==> src/rtl/decimal_ascii_formatter.sv <==
// decimal_ascii_formatter: binary value -> NUL-terminated decimal ASCII.
// Optional macro SIGNED_EN: two's complement input with a leading "-".
// Ports: clk, rst_n (async, active-low); start/value request the
//   conversion; busy while converting/emitting; char_out/char_valid/
//   char_ready/char_last form the byte stream; done pulses at the end.

module decimal_ascii_formatter #(
    parameter int WIDTH = 32
) (
    input  logic             clk,
    input  logic             rst_n,
    input  logic             start,
    input  logic [WIDTH-1:0] value,
    output logic             busy,
    output logic [7:0]       char_out,
    output logic             char_valid,
    input  logic             char_ready,
    output logic             char_last,
    output logic             done
);

    localparam int DIGITS = (WIDTH * 77) / 256 + 1;
    localparam int SPW    = $clog2(DIGITS + 1);
    localparam int CW     = $clog2(WIDTH);

    typedef enum logic [2:0] {
        IDLE,
        DIVIDE,
        PUSH,
        EMIT_SIGN,
        EMIT_DIGIT,
        EMIT_NUL,
        FINISH
    } state_t;

    state_t state;
    state_t state_nx;

    logic [WIDTH-1:0] quo;
    logic [3:0]       rem;
    logic [CW-1:0]    cnt;
    logic [3:0]       lifo [DIGITS];
    logic [SPW-1:0]   sp;
    logic [SPW-1:0]   top_idx;
    logic             neg;
    logic [WIDTH-1:0] mag_in;
    logic [4:0]       trial;
    logic             qbit;
    logic [3:0]       rem_nx;
    logic             last_div;

`ifdef SIGNED_EN
    logic neg_in;
    assign neg_in = value[WIDTH-1];
    assign mag_in = neg_in ? (~value + 1'b1) : value;
`else
    assign neg    = 1'b0;
    assign mag_in = value;
`endif

    // Restoring step: remainder stays below 10, so the 4-bit
    // subtraction wraps to the correct result.
    assign trial    = {rem, quo[WIDTH-1]};
    assign qbit     = (trial >= 5'd10);
    assign rem_nx   = qbit ? (trial[3:0] - 4'd10) : trial[3:0];
    assign last_div = (cnt == CW'(WIDTH - 1));
    assign top_idx  = sp - SPW'(1);

    always_ff @(posedge clk or negedge rst_n) begin
        if (!rst_n) begin
            state <= IDLE;
        end else begin
            state <= state_nx;
        end
    end

    always_comb begin
        state_nx   = state;
        busy       = 1'b1;
        char_out   = 8'h00;
        char_valid = 1'b0;
        char_last  = 1'b0;
        done       = 1'b0;
        case (state)
            IDLE: begin
                busy = 1'b0;
                if (start) state_nx = DIVIDE;
            end
            DIVIDE: begin
                if (last_div) state_nx = PUSH;
            end
            PUSH: begin
                if (quo != '0) state_nx = DIVIDE;
                else if (neg) state_nx = EMIT_SIGN;
                else state_nx = EMIT_DIGIT;
            end
`ifdef SIGNED_EN
            EMIT_SIGN: begin
                char_valid = 1'b1;
                char_out   = 8'h2d;
                if (char_ready) state_nx = EMIT_DIGIT;
            end
`endif
            EMIT_DIGIT: begin
                char_valid = 1'b1;
                char_out   = {4'h3, lifo[top_idx]};
                if (char_ready && sp == SPW'(1))
                    state_nx = EMIT_NUL;
            end
            EMIT_NUL: begin
                char_valid = 1'b1;
                char_last  = 1'b1;
                if (char_ready) state_nx = FINISH;
            end
            FINISH: begin
                busy     = 1'b0;
                done     = 1'b1;
                state_nx = start ? DIVIDE : IDLE;
            end
            default: state_nx = IDLE;
        endcase
    end

    always_ff @(posedge clk or negedge rst_n) begin
        if (!rst_n) begin
            quo <= '0;
            rem <= '0;
            cnt <= '0;
            sp  <= '0;
`ifdef SIGNED_EN
            neg <= 1'b0;
`endif
        end else begin
            case (state)
                IDLE, FINISH: begin
                    if (start) begin
                        quo <= mag_in;
                        rem <= '0;
                        cnt <= '0;
                        sp  <= '0;
`ifdef SIGNED_EN
                        neg <= neg_in;
`endif
                    end
                end
                DIVIDE: begin
                    quo <= {quo[WIDTH-2:0], qbit};
                    rem <= rem_nx;
                    cnt <= cnt + 1'b1;
                end
                PUSH: begin
                    sp  <= sp + 1'b1;
                    rem <= '0;
                    cnt <= '0;
                end
                EMIT_DIGIT: begin
                    if (char_ready) sp <= sp - 1'b1;
                end
                default: ;
            endcase
        end
    end

    // Digit storage needs no reset; the stack pointer defines
    // which entries are live.
    always_ff @(posedge clk) begin
        if (state == PUSH) lifo[sp] <= rem;
    end

endmodule

==> config.mk <==
export PLATFORM = sky130hd
export DESIGN_NAME = decimal_ascii_formatter
export DESIGN_NICKNAME = d
export VERILOG_FILES = /design/src/rtl/decimal_ascii_formatter.sv
export SDC_FILE = /design/constraint.sdc
export NUM_CORES = 1
export LEC_CHECK = 0
export ABC_AREA = 1
export BUFFER_PORTS_ARGS = -buffer_cell sky130_fd_sc_hd__buf_2
export CORE_MARGIN = 2
export CORE_UTILIZATION = 61
export CTS_BUF_LIST = sky130_fd_sc_hd__clkbuf_8
export CTS_CLUSTER_DIAMETER = 200
export DETAILED_ROUTE_END_ITERATION = 10
export PLACE_DENSITY = 0.89
export SYNTH_ARGS = -nofsm -noshare
export SYNTH_HDL_FRONTEND = slang
export SYNTH_SLANG_ARGS = --single-unit
==> constraint.sdc <==
create_clock -name clk -period 2.3 [get_ports clk]
set_input_delay 0.23 -clock clk [delete_from_list [all_inputs] [get_ports clk]]
set_output_delay 0.23 -clock clk [all_outputs]
set_load 0.01 [all_outputs]
# After elaboration in Yosys (flattened, before gate mapping)
# Memories as Yosys holds them, arrays and structs flattened.
# Index checks and enable logic that the tools add are counted.
dict set report totals {
  word_cells 59
  latchBits 0
  in_bits 36
  ff_bits 48
  rom_bits 0
  mem_bits_rw 40
  output_inout_bits 12
  memories 1
}
dict set report op_classes {
  reduce_logical 12
  mul 0
  mux 23
  div_mod_pow 0
  n_lt_le_gt_ge 1
  n_eq_ne 13
  shift 0
  bitwise 0
  addsub 4
}
# memory depth width read_ports rd_ports_with_merged_regs write_ports line_no
set memory_table {}
lappend memory_table {lifo 10 4 1 0 1 42} ;# logic [3:0] lifo [DIGITS];
# operator count
set ops {}
lappend ops {{case mux 32 bit (2 select lines)} 1}
lappend ops {{2-to-1 mux 32 bit} 1}
lappend ops {{nonzero test 32 bit} 1}
lappend ops {{case mux 4 bit (3 select lines)} 2}
lappend ops {{case mux 3 bit (6 select lines)} 1}
lappend ops {{2-to-1 mux 3 bit} 5}
lappend ops {{case mux 5 bit (3 select lines)} 1}
lappend ops {{2-to-1 mux 4 bit} 3}
lappend ops {{inequality test 2 bit, second input constant} 5}
lappend ops {{equality test 3 bit, second input constant} 3}
lappend ops {{2-to-1 mux 1 bit} 7}
lappend ops {{2-to-1 mux 6 bit} 1}
lappend ops {{nonzero test 3 bit} 2}
lappend ops {{adder 5 x 1 -> 5 bit, second input constant} 1}
lappend ops {{equality test 5 bit, second input constant} 1}
lappend ops {{greater-or-equal comparator 5 x 4 -> 1 bit, second input constant} 1}
lappend ops {{2-to-1 mux 5 bit} 1}
lappend ops {{adder 4 x 1 -> 4 bit, second input constant} 1}
lappend ops {{equality test 4 x 1 -> 1 bit, second input constant} 1}
lappend ops {{AND reduction 2 bit} 2}
lappend ops {{AND reduction 4 bit} 1}
lappend ops {{OR reduction 2 bit} 2}
lappend ops {{subtractor 4 x 1 -> 4 bit, second input constant} 1}
lappend ops {{subtractor 4 bit, second input constant} 1}
lappend ops {{7 further kinds} 7}

# Longest topological paths before layout
dict set report depth {
  ltp_word 4
  ltp_mapped 10
}

# Least setup slack after synthesis
# OpenSTA, ideal clock, no wires.
dict set report synth_timing {
  path_kind {reg2out}
  from {register sp[0]}
  to {output char_out[0]}
  required_time_ns 2.070
  arrival_ns 1.813
  setup_slack_ns 0.257
  path_stages_with_launch 10
  path_buffers 2
  path_cell_list {dfrtp_1 > inv_2 > clkbuf_1 > ha_1 > clkbuf_1 > nor2_1 > o21ai_0 > o211ai_1 > nand2_1 > o22ai_1}
}
dict set report synth_between {
  elab_chain_len 3
}
# element line_no
set synth_lines {}
lappend synth_lines {{start, declared} 43} ;# logic [SPW-1:0] sp;
lappend synth_lines {{start signal, assigned} 152} ;# sp <= sp + 1'b1;
lappend synth_lines {{start signal, assigned} 157} ;# if (char_ready) sp <= sp - 1'b1;
lappend synth_lines {{subtractor 4 x 1 -> 4 bit} 67} ;# assign top_idx = sp - SPW'(1);
lappend synth_lines {{memory read (10 x 4 bit)} -}
lappend synth_lines {{2-to-1 mux 6 bit} 84} ;# case (state)
lappend synth_lines {{end, declared} 15} ;# output logic [7:0] char_out,
# No other way between the ends.

# Final worst setup path
dict set report layout_timing {
  from {register sp[0]}
  to {output char_out[2]}
}
# The elaborated chain is that of the path after synthesis.

==> metrics <==
fin cells=667; clock skew=0.01107 ns; Post-synth EDFFs=40; Largest stage delay, worst path=0.44 ns; count leader, synth=nand2_1; initial core utilization=62.56%; endpoints failing setup=0; core area=7214 µm²; via count=3658; register bit total from synthesis=88; Overflow after GRT=0; RR Endpoint=lifo[9][1]; number of global-route vias before repair=~3500; total CTS buffers=9; Placed Instance Area=approximately 4800 µm²; total negative slack=0 ns; Die Width=90.02 µm; 1st-pass router iterations=5; final core occ=a little over two thirds; number of max-cap violations=0; Design Power=6.110 mW; wire per inst=14.37 µm; Nets=607; port bufs=45; CP max FO=12; layout cells sized above 1=21.48%; CP arrival=1.92 ns; clock latency on the worst-skew pair=between 0.3 and 0.4 ns; fillers=572; Post-synth ARST share=54.55%; crit path capture type=output port; CP max-delay cell=ha_2; HPWL Detailed=6836 µm; first-pass GRT wire length=16220 µm; min-delay src=value[11]; diode count=0; Leak=2.284 nW; post-route antenna net violation count=0; top cell type by total area after synthesis=dfrtp_1; startpoint types=flip-flop; Hold Crit Endpoint=quo[11]; Worst-Margin Slew=0.6294 ns; post-synth top area share=26.61%; largest net degree at the start of global routing=42; Distinct cells, synth=31; CTS sink cnt=88; Critical R2R Launch=sp[0]; Post-route DRC=0; register area share after synthesis=53.23%; H-tree depth=3; final worst path period share=93.55%; Via density=5.484; I/O Pins=48; placed insts=645; Power Dens Cells=1214 nW/µm²; max-slew violation total from the final report=0; Critical Path RT=2.07 ns; Max IR drop VDD=roughly 0.00085 V; R2R setup slack=0.41 ns; hold path depth=5; die area=slightly above 8000 µm²; CTS tree=built; Layout area overhead=11.48%; Root Driver=clkbuf_8; WS Path Type=reg2out; routability congestion estimate=~0.98; slew margin rel.=57.72%; total of warnings raised by yosys=0; All-Layer GR Usage=25.13%; initial antenna violation count=0; Routed WL=9585 µm; top cells by count, synth=136 x nand2_1, 58 x inv_1, 53 x o21ai_0; reg2reg path depth=4; outcome=completed; Worst-path clk slew=0.09 ns; post-route cell area=5031 µm²; Die H=approximately 90 µm; fmax=464.8 MHz; crit-path cells=inv_4 > ha_2 > o21ai_0 > o211ai_1 > nand2_1 > o22ai_1 > buf_2; Initial DRC Count=just over 300; main area contributors after synthesis=dfrtp_1 27%, edfxtp_1 27%, nand2_1 11%, o21ai_0 5.9%, o21ai_2 5.8%; Post-Syn Instances=513; predominant post-synthesis flop cell=dfrtp_1; CTS Buffer Depth=2; worst min path class=in2reg; Hold Vio Cnt, Final=0; Syn Area/Cell=8.797 µm²; Netlist Area Pre-Place=~4500 µm²; minimum clock period=2.152 ns; row cnt=31
timing repair:
action / 4_1_cts / 5_1_grt
gates resized for setup: 1 / 5
setup buffers: 0 / 5
gates cloned: 0 / 0
endpoints found under the setup margin: 2 / 4
hold buffers: 1 / 0
pin swaps: 0 / 3
hold endpoints to repair: 26 / 0
cell type report:
class | count | area (µm²) | share of cell area, %
clock buffers | 9 | 123.9 | 2.462
clock inverters | 7 | 53.80 | 1.069
inverters | 63 | 239.0 | 4.750
multi-input cells | 340 | 1740 | 34.59
flip-flops and latches | 88 | 2402 | 47.75
well taps | 99 | 123.9 | 2.462
repair buffers | 61 | 347.8 | 6.914
per-layer routing:
layer | share of wire [%] | vias up | global-route usage [%]
met5 | 0 | - | 0
met4 | 2.0 | 0 | 9.359
met3 | 6.1 | 21 | 4.107
met2 | 49 | 141 | 40.48
met1 | 43 | 1723 | 34.70
li1 | - | 1773 | -
report_power, final:
group          internal, mW  leakage [nW]  switching [mW]
combinational         0.943          1.23            1.82
sequential             2.09         0.978           0.304
clock                 0.398        0.0784           0.558
total                  3.43          2.28            2.68
how the worst max path moves through the flow:
stage | start | to | cells past startpoint
global placement | sp[1] | char_out[3] | 9
finish | sp[0] | char_out[2] | 7
global route | sp[0] | char_out[0] | 9
floorplan | sp[0] | char_out[0] | 9
CTS | sp[0] | char_out[3] | 9
detailed placement | sp[1] | char_out[3] | 9
critical path, delay by kind of cell (launching register included):
family                     cells  cell delay (ns)
adders and majority gates      1             0.44
AOI/OAI and AO/OA              3             0.41
DFF                            1             0.39
buffers and inverters          2             0.24
and+or+nand+nor                1             0.08
sequential cells by signal, summed over array words and instances (netlist names):
name   flops
sp         4
lifo      40
cnt        5
state      3
rem        4
quo       32
kinds of logic (layout without fill, tap and decap cells):
family,Yosys count,in the layout,synth area share [%]
other,1,2,0.08309
buffers and inverters,86,140,8.594
xor gates and xnor gates,3,3,0.5823
muxes,2,2,0.4436
and+or+nand+nor,223,223,19.93
AOI/OAI and AO/OA,102,102,14.92
DFF,88,88,53.23
adders and majority gates,8,8,2.218
per-stage QoR:
| step | hold slack [ns] | worst slack, ns |
|---|---|---|
| after floorplan | -0.06559 | 0.2573 |
| after global placement | 0.2784 | 0.4595 |
| after detailed placement | 0.2875 | 0.3466 |
| after CTS | 0.1659 | 0.02616 |
| after global routing | 0.1843 | -0.009962 |
| final | 0.1779 | 0.1483 |
layout by cell type (no fill, tap or decap), types with 3 or more instances in the layout:
master	instances
nor3_1	11
o21ai_2	30
clkbuf_8	9
nand3_1	26
dfrtp_1	48
nand2_1	136
ha_1	7
inv_1	56
buf_2	45
o21ai_0	53
inv_2	6
nor2_1	44
buf_4	15
clkinvlp_4	3
a21oi_1	7
edfxtp_1	40
Power figures use the tool's default switching activity.
